[src/rtl/arb_pkg.sv]
// rtl/arb_pkg.sv - shared types and constants for the request arbiters
//
// Purpose: state encoding, requester count, grant-code width and the
// round-robin pointer reset value shared by priority_arbiter_8 and the
// rotating_priority_pick helper.
// Ports: none (package).

package arb_pkg;

  localparam int NUM_REQ = 8;
  localparam int CODE_W  = 3;

  // Pointer value after reset: the round-robin scan then starts at index 0.
  localparam logic [CODE_W-1:0] RR_PTR_RESET = 3'd7;

  typedef enum logic [1:0] {
    IDLE  = 2'd0,
    GRANT = 2'd1,
    GAP   = 2'd2
  } arbState_t;

endpackage

[src/rtl/rotating_priority_pick.sv]
// rtl/rotating_priority_pick.sv - combinational fixed/round-robin winner pick
//
// Purpose: picks one requester from reqIn.
//   modeRr=0: highest set index wins.
//   modeRr=1: scan rrPtr+1, rrPtr+2, ... modulo NUM_REQ; first set bit wins.
// Ports:
//   reqIn  [NUM_REQ-1:0] in  request vector
//   rrPtr  [CODE_W-1:0]  in  index of the previous round-robin winner
//   modeRr               in  0 = fixed priority, 1 = round-robin
//   winner [CODE_W-1:0]  out index of the chosen requester (0 when none)
//   anyReq               out at least one request is present

module rotating_priority_pick
  import arb_pkg::*;
(
  input  logic [NUM_REQ-1:0] reqIn,
  input  logic [CODE_W-1:0]  rrPtr,
  input  logic               modeRr,
  output logic [CODE_W-1:0]  winner,
  output logic               anyReq
);

  logic [CODE_W-1:0]  shift;
  logic [NUM_REQ-1:0] rotated;
  logic [CODE_W-1:0]  pickIdx;

  // Rotating by rrPtr+1 puts the first index of the round-robin scan at bit 0.
  // The 3-bit add wraps naturally modulo NUM_REQ.
  assign shift  = modeRr ? rrPtr + CODE_W'(1) : '0;
  assign anyReq = |reqIn;

  always_comb begin
    rotated = '0;
    for (int i = 0; i < NUM_REQ; i++) begin
      rotated[i] = reqIn[CODE_W'(i) + shift];
    end
  end

  // Round-robin wants the lowest rotated index, fixed priority the highest.
  // Each loop lets the preferred bit overwrite the others by visiting it last.
  always_comb begin
    pickIdx = '0;
    if (modeRr) begin
      for (int i = NUM_REQ - 1; i >= 0; i--) begin
        if (rotated[i]) pickIdx = CODE_W'(i);
      end
    end else begin
      for (int i = 0; i < NUM_REQ; i++) begin
        if (rotated[i]) pickIdx = CODE_W'(i);
      end
    end
  end

  assign winner = pickIdx + shift;

endmodule

[src/rtl/priority_arbiter_8.sv]
// rtl/priority_arbiter_8.sv - 8-requester fixed/round-robin arbiter with hold timeout
//
// Purpose: grants one of eight requesters, holds the grant while the winner
// keeps requesting (up to MAX_HOLD cycles, 0 = unlimited), and inserts one
// idle turnaround cycle after every grant. All outputs are registered.
// Ports:
//   clk                    in  rising-edge clock
//   resetN                 in  asynchronous active-low reset
//   reqIn        [7:0]     in  request vector, bit i = requester i
//   modeRr                 in  0 = fixed priority (bit 7 highest), 1 = round-robin
//   grantOut     [7:0]     out one-hot grant, zero when idle
//   grantCode    [2:0]     out binary index of the grant, 0 when idle
//   grantValid             out a grant is active
//   timeoutPulse           out one-cycle pulse when a grant is revoked by MAX_HOLD

module priority_arbiter_8
  import arb_pkg::*;
#(
  parameter int MAX_HOLD = 16,
  parameter int CNT_W    = 5
) (
  input  logic               clk,
  input  logic               resetN,
  input  logic [NUM_REQ-1:0] reqIn,
  input  logic               modeRr,
  output logic [NUM_REQ-1:0] grantOut,
  output logic [CODE_W-1:0]  grantCode,
  output logic               grantValid,
  output logic               timeoutPulse
);

  arbState_t          state, stateNext;
  logic [CNT_W-1:0]   holdCnt, holdCntNext;
  logic [CODE_W-1:0]  rrPtr, rrPtrNext;
  logic [NUM_REQ-1:0] grantOutNext;
  logic [CODE_W-1:0]  grantCodeNext;
  logic               grantValidNext;
  logic               timeoutNext;
  logic [CODE_W-1:0]  winner;
  logic               anyReq;

  rotating_priority_pick uPick (
    .reqIn  (reqIn),
    .rrPtr  (rrPtr),
    .modeRr (modeRr),
    .winner (winner),
    .anyReq (anyReq)
  );

  always_ff @(posedge clk or negedge resetN) begin
    if (!resetN) begin
      state        <= IDLE;
      holdCnt      <= '0;
      rrPtr        <= RR_PTR_RESET;
      grantOut     <= '0;
      grantCode    <= '0;
      grantValid   <= 1'b0;
      timeoutPulse <= 1'b0;
    end else begin
      state        <= stateNext;
      holdCnt      <= holdCntNext;
      rrPtr        <= rrPtrNext;
      grantOut     <= grantOutNext;
      grantCode    <= grantCodeNext;
      grantValid   <= grantValidNext;
      timeoutPulse <= timeoutNext;
    end
  end

  always_comb begin
    stateNext      = state;
    holdCntNext    = holdCnt;
    rrPtrNext      = rrPtr;
    grantOutNext   = grantOut;
    grantCodeNext  = grantCode;
    grantValidNext = grantValid;
    timeoutNext    = 1'b0;

    unique case (state)
      IDLE: begin
        if (anyReq) begin
          stateNext      = GRANT;
          grantOutNext   = NUM_REQ'(1) << winner;
          grantCodeNext  = winner;
          grantValidNext = 1'b1;
          holdCntNext    = '0;
          rrPtrNext      = winner;
        end
      end
      GRANT: begin
        // Release is checked first so a simultaneous release and timeout
        // never raises timeoutPulse. Other requesters cannot preempt.
        if (!reqIn[grantCode]) begin
          stateNext      = GAP;
          grantOutNext   = '0;
          grantCodeNext  = '0;
          grantValidNext = 1'b0;
          holdCntNext    = '0;
        end else if (MAX_HOLD != 0 && holdCnt == CNT_W'(MAX_HOLD - 1)) begin
          stateNext      = GAP;
          grantOutNext   = '0;
          grantCodeNext  = '0;
          grantValidNext = 1'b0;
          holdCntNext    = '0;
          timeoutNext    = 1'b1;
        end else begin
          holdCntNext = holdCnt + CNT_W'(1);
        end
      end
      GAP: begin
        stateNext = IDLE;
      end
      default: begin
        stateNext = IDLE;
      end
    endcase
  end

endmodule

[config.mk]
export PLATFORM = sky130hd
export DESIGN_NAME = priority_arbiter_8
export DESIGN_NICKNAME = d
export VERILOG_FILES = /design/src/rtl/arb_pkg.sv /design/src/rtl/rotating_priority_pick.sv /design/src/rtl/priority_arbiter_8.sv
export SDC_FILE = /design/constraint.sdc
export NUM_CORES = 1
export LEC_CHECK = 0
export CAP_MARGIN = 5
export CELL_PAD_IN_SITES_DETAIL_PLACEMENT = 2
export CELL_PAD_IN_SITES_GLOBAL_PLACEMENT = 2
export CORE_AREA = 2 2 84 62
export CTS_CLUSTER_DIAMETER = 30
export CTS_CLUSTER_SIZE = 16
export DETAILED_ROUTE_END_ITERATION = 12
export DIE_AREA = 0 0 86 64
export PLACE_DENSITY_LB_ADDON = 0.1
export SLEW_MARGIN = 20
export SYNTH_ARGS = -nofsm -noshare
export SYNTH_HDL_FRONTEND = slang
export SYNTH_SLANG_ARGS = --single-unit
[constraint.sdc]
create_clock -name clk -period 9.3 [get_ports clk]
set_clock_uncertainty 0.1 [all_clocks]
set_input_delay 0.93 -clock clk [delete_from_list [all_inputs] [get_ports clk]]
set_output_delay 0.93 -clock clk [all_outputs]
set_load 0.01 [all_outputs]
==> results of run 1 <==
-- placed cells by master (no fill, tap or decap), types with 2 or more instances in the layout --
cell / netlist / routed
nand2_1: 21 / 21
nand4_1: 2 / 2
xnor2_1: 2 / 2
inv_1: 6 / 6
nand3_1: 3 / 3
nand2b_1: 5 / 5
dfrtp_1: 20 / 20
mux2i_2: 3 / 3
nor2_1: 6 / 6
ha_1: 2 / 2
o211ai_2: 2 / 2
xor2_1: 2 / 2
clkbuf_8: 1 / 3
mux2i_1: 17 / 17
o21ai_0: 11 / 11
a21oi_1: 2 / 2
a32o_1: 8 / 8
nor2b_1: 3 / 3
nor4_1: 2 / 2
mux2_4: 2 / 2
dfstp_2: 3 / 3
nor3_1: 2 / 2
and2_1: 3 / 3
clkdlybuf4s50_1: 0 / 22
o211ai_1: 2 / 2
mux4_2: 4 / 4
-- final cells by class --
class | instances | area, µm²
fillers | 512 | 2670
multi-input cells | 128 | 1040
flip-flops and latches | 23 | 579
repair buffers | 23 | 225
well taps | 57 | 71.3
clock buffers | 4 | 45.0
inverters | 6 | 22.5
-- cell families after synthesis --
| family | count (synthesis) | share of synthesized area [%] |
|---|---|---|
| buffers and inverters | 11 | 4.15 |
| XOR/XNOR | 5 | 3.04 |
| multiplexers | 26 | 19.7 |
| AO/OA/AOI/OAI | 39 | 18.3 |
| AND/OR/NAND/NOR | 55 | 17.8 |
| flip-flops | 23 | 34.3 |
| adder cells (fa/ha/maj) | 3 | 2.67 |
-- where the power goes --
part / leakage [nW] / switching [W] / internal [W]
Sequential: 0.295 / 0.0000333 / 0.000137
Clock: 0.0228 / 0.0000318 / 0.0000306
Combinational: 0.552 / 0.000333 / 0.000236
-- worst max-delay path: cells and delay by family --
family          cells  cell delay [ns]
simple gates        4             0.91
fa+ha+maj           1             0.41
compound gates      4             0.98
buf+inv             1             0.85
xor+xnor            1             0.18
mux                 2             0.91
-- per-stage QoR --
step,worst slack (ns),std cells
3_5_place_dp,3.98,237
3_3_place_gp,4.24,237
4_1_cts,4.26,241
6_report,4.22,241
2_1_floorplan,5.56,162
5_1_grt,3.94,241
-- per-layer routing --
layer  global-route usage, %  vias to the layer above
met4                    1.59                        0
li1                        -                      655
met1                    29.6                      724
met3                    4.01                        2
met5                       0                        -
met2                    27.9                       27
-- sequential cells by signal, summed over array words and instances, names as in the netlist --
register      flops
grantValid        1
rrPtr             3
grantCode         3
timeoutPulse      1
state             2
holdCnt           5
grantOut          8
-- path summary, 6_finish.rpt --
kind | to | cells past startpoint
min in group asynchronous | holdCnt[2] | 1
max | grantOut[6] | 13
min | grantOut[0] | 2
min reg2reg | grantOut[0] | 2
max in group asynchronous | rrPtr[2] | 1
max reg2reg | grantOut[6] | 13
==> out/results.tsv, run 1 <==
stage	metric	value	unit
setup_path	slowest_delay	0.85	ns
route	dr_wl_met2	2.05	mm
global_routing	antenna_found_initial	0	
setup_path	crit_start	modeRr	
layout	areaGrowthSynthToFinish	17.4	%
timing	tns	0	ns
synthesis	synth_cell_type_count	52	
synthesis	synth_warnings	0	
layout	drive_gt1_share	14.1	%
synthesis	syn-mean-instance-area	10.4	µm²
floorplanning	die-area	5500	µm²
route	wl_met3	138	µm
setup_path	critPathSlowestCell	clkdlybuf4s50_1	
timing	finalCritPeriodShare	54.6	%
synthesis	synth_area_leaders	dfrtp_1 (30%), mux2i_1 (10%), mux4_2 (5.3%)	
synthesis	syn_inst	162	
synthesis	yosysTopAreaCell	dfrtp_1	
power	fin_total_pwr	0.000801	W
route	vias	1408	
layout	utilization	42.6	%
synthesis	syn_nets	176	
synthesis	syn_area	1690	µm²
setup_path	crit_chain	clkdlybuf4s50_1 -> nand2b_4 -> mux2i_1 -> nand2_1 -> o211ai_2 -> and2_1 -> o21ai_0 -> a32o_1 -> fa_1 -> xor2_1 -> nand2b_1 -> mux2i_1 -> a32o_1	
route	first_iter_violations	46	
global_routing	grtUsageTotal	19.0	%
synthesis	yosysTopAreaCellShare	29.7	%
timing	tightest_slew	0.848	ns
outcome	status	finished clean	
clock_tree	post_cts_buffers	0	
place	io_buffers	23	
timing	max_slew_margin	43.3	%
layout	nNetsFinal	199	
global_routing	grt_pass1_vias	1531	
run	maxCapViolCount	0	
route	wl_per_cell	19.8	µm
timing	setup_viol	0	
clock_tree	clock-sinks	23	
clock_tree	cts.path.max_buffers	2	
setup_path	cp_max_fo	21	
route	wirelength	4.77	mm
floorplanning	ios	24	
clock_tree	numCtsBuffers	3	
clock_tree	cts.repair.resized	0	
global_routing	grt_first_pass_wirelength	8.18	mm
clock_tree	cts-root-buf	clkbuf_8	
timing	timing.fmax	197	MHz
floorplanning	dieHeight	64	µm
timing	min_period	5.08	ns
synthesis	synth_edf_count	0	
setup_path	critPathKind	input port to flop	
clock_tree	htree_levels	1	
route	postRouteAntennaNets	0	
clock_tree	clk_pin_slew	0.08	ns
route	drc	0	
setup_path	r2r_slack	4.80	ns
power	ir_drop	0.151	mV
global_routing	overflow	0	
layout	antenna_cells	0	
synthesis	synthArstFlopShare	100	%
place	post-dp-hpwl	3.73	mm
route	via_per_inst	5.84	
power	leakage	0.870	nW
synthesis	synth_ff_type	dfrtp_1	
route	first_pass_iters	4	
timing	hold_slack	0.392	ns
setup_path	cp-start-kind	input port	
layout	final_area	1980	µm²
timing	maxSlewViolCount	0	
clock_tree	cts_tree	built	
synthesis	yosysMostFrequentCell	nand2_1	
synthesis	synth_common_cells	nand2_1 (21), dfrtp_1 (20), mux2i_1 (17)	
place	place_congestion	0.821	
worst_hold_path	hp-class	flop to flop	
place	place_area	1940	µm²
timing	rsz0062_at_grt	false	
setup_path	cp-end-kind	flop	
clock_tree	ctsHoldBuffers	0	
route	wl_met1	2.56	mm
floorplanning	core	4650	µm²
floorplanning	fp-row-count	21	
power	pwr_density_cell	405	nW/µm²
clock_tree	clkLatencyLatePin	0.26	ns
setup_path	required	9.40	ns
setup_path	arrival	5.18	ns
timing	hold_viol_final	0	
floorplanning	initial_utilization	36.3	%
route	top_layer	met4	
synthesis	ys_ff_latch	23	
synthesis	yosysSeqAreaShare	34.3	%
floorplanning	fp.dieW	86	µm
setup_path	worstReg2RegStart	rrPtr[0]	
global_routing	grt_max_degree	24	
worst_hold_path	min_from	grantOut[0]	
Power figures use the tool's default switching activity.
==> inputs of run 2 (changes only) <==
- CORE_AREA: 2 2 84 62 -> 2 2 92 67
- DIE_AREA: 0 0 86 64 -> 0 0 94 69
- clock period: 9.3 -> 4.1 ns (I/O delays scaled with it)
==> run 2 against run 1 <==
Net effect:
- utilization is 4.7 points lower
- clock power is 120% higher
- sequential share of layout area is 2.0 points lower
- first-iteration DRC count is 8.7% higher
- flip-flop and latch count stayed put
- sequential power is 120% higher
- worst setup slack worse by 3.9 ns
- critical path depth is 3 higher
- register-to-register slack worse by 4.5 ns
- combinational power grew to 2.5 times the previous value
- final cell count is 11% higher
- critical path type is now flop to flop
==> out/results.tsv, run 2 (synthesis gave the netlist of run 1 again) <==
stage	metric	value	unit
outcome	status	finished clean	
timing	maxSlewViolCount	0	
setup_path	required	4.18	ns
route	via_per_inst	5.37	
clock_tree	clock-sinks	23	
setup_path	cp-end-kind	flop	
setup_path	worst-path-buf-inv	1	
setup_path	crit_start	rrPtr[1]	
timing	timing.fmax	261	MHz
clock_tree	cts_tree	built	
route	wl_per_cell	18.4	µm
floorplanning	fp.dieW	94	µm
layout	final_common_cell	clkdlybuf4s50_1	
route	wirelength	4.94	mm
floorplanning	fp-row-count	23	
clock_tree	clk_pin_slew	0.08	ns
setup_path	timing.rr.end	grantOut[0]	
clock_tree	numCtsBuffers	3	
clock_tree	cts-root-buf	clkbuf_8	
route	drc	0	
global_routing	grtUsageTotal	15.9	%
timing	tightest_slew	0.680	ns
setup_path	arrival	3.91	ns
timing	min_period	3.82	ns
layout	utilization	37.9	%
setup_path	slowest_delay	0.54	ns
power	ir_drop	0.246	mV
floorplanning	core	5610	µm²
timing	max_slew_margin	54.5	%
route	postRouteAntennaNets	0	
run	maxCapViolCount	0	
power	fin_total_pwr	0.00196	W
global_routing	overflow	0	
timing	finalCritPeriodShare	93.3	%
clock_tree	htree_levels	1	
setup_path	cp_max_fo	4	
timing	setup_viol	0	
clock_tree	cts.path.max_buffers	2	
floorplanning	die-area	6490	µm²
setup_path	cp_top_family	multiplexers	
timing	hold_slack	0.0117	ns
route	vias	1439	
layout	largest_reg_flops	8	
layout	final_cell_mix	clkdlybuf4s50_1 (22), nand2_1 (21), dfrtp_1 (20), mux2i_1 (11), o21ai_0 (11)	
layout	top_regs	grantOut: 8 flops, holdCnt: 5 flops	
place	place_congestion	0.801	
route	first_iter_violations	50	
worst_hold_path	hp-class	input port to async pin	
layout	top_register	grantOut	
layout	areaGrowthSynthToFinish	26.1	%
global_routing	antenna_found_initial	0	
route	first_pass_iters	4	
setup_path	reg2reg_depth	16	
floorplanning	dieHeight	69	µm
layout	drive_gt1_share	22.8	%
setup_path	r2r_slack	0.28	ns
global_routing	grt_max_degree	24	
setup_path	worstReg2RegStart	rrPtr[1]	
place	io_buffers	23	
power	pwr_density_cell	921	nW/µm²
setup_path	critPathKind	flop to flop	
setup_path	crit_chain	ha_1 -> buf_4 -> nand2b_1 -> mux2_4 -> mux2i_1 -> mux2i_2 -> o211a_1 -> o211ai_2 -> a21oi_4 -> nand2_1 -> fa_1 -> xor2_1 -> nand2b_1 -> mux2i_4 -> nand2_1 -> o21ai_0	
global_routing	grt_pass1_vias	1521	
timing	hold_viol_final	0	
floorplanning	ios	24	
clock_tree	clkLatencyLatePin	0.26	ns
place	place_inst	263	
layout	antenna_cells	0	
layout	final_cells	268	
place	post-dp-hpwl	3.97	mm
setup_path	critPathSlowestCell	dfstp_2	
setup_path	cp-start-kind	flop	
power	leakage	0.912	nW
layout	nNetsFinal	208	
floorplanning	initial_utilization	30.1	%
global_routing	grt_first_pass_wirelength	8.11	mm
[run 2: changes by cell type in the layout (fill, tap and decap cells not counted)]
cell / delta
mux2i_4: +2
xnor2_2: +2
xnor2_1: -2
buf_4: +9
clkinv_2: +1
clkbuf_1: -1
mux2i_2: +4
mux2i_1: -6
[run 2: how the worst max path moves through the flow]
stage	endpoint	slack, ns	depth (start not counted)
floorplan	grantOut[4]	0.57	14
detailed placement	grantOut[6]	-0.11	15
global route	grantOut[0]	-0.01	16
global placement	grantOut[7]	0.008	15
CTS	grantOut[6]	0.07	13
finish	grantOut[0]	0.28	16
[run 2: area by class of cell]
type                    instances  area (µm²)
clock buffers                   3        41.3
clock inverters                 1        5.00
fillers                       600        3480
inverters                       6        22.5
multi-input cells             128        1090
flip-flops and latches         23         579
well taps                      75        93.8
repair buffers                 32         293
[run 2: worst register-to-register path, cell delays in order (launching register included)]
cell      delay (ns)
dfstp_2         0.54
ha_1            0.26
buf_4           0.17
nand2b_1        0.13
mux2_4          0.30
mux2i_1         0.14
mux2i_2         0.22
o211a_1         0.21
o211ai_2        0.13
a21oi_4         0.19
nand2_1         0.08
fa_1            0.37
xor2_1          0.18
nand2b_1        0.23
mux2i_4         0.26
nand2_1         0.09
o21ai_0         0.16
[run 2: power breakdown]
part / switching, W / internal [W]
registers: 0.0000593 / 0.000310
clock network: 0.0000710 / 0.0000677
logic: 0.000805 / 0.000647
[run 2: per-layer routing]
layer,vias up,wire [µm],GRT usage [%]
met4,0,11,0.966
met5,-,0,0
met1,745,2550,24.4
li1,669,-,-
met2,23,2200,23.7
met3,2,180,3.61
[run 2: timing repair]
| item | CTS | global route |
|---|---|---|
| endpoints found under the hold margin | 0 | 0 |
| buffers inserted | 0 | 1 |
| hold buffers | 0 | 0 |
| endpoints found under the setup margin | 0 | 10 |
| resized for setup | 0 | 10 |
[run 2: per-stage QoR]
step,setup TNS [ns],worst slack (ns),cell area (µm²)
3_5_place_dp,-0.452,-0.108,2020
5_1_grt,-0.0103,-0.0103,2130
4_1_cts,0,0.0718,2070
2_1_floorplan,0,0.570,1690
3_3_place_gp,0,0.00760,2020
6_report,0,0.275,2130
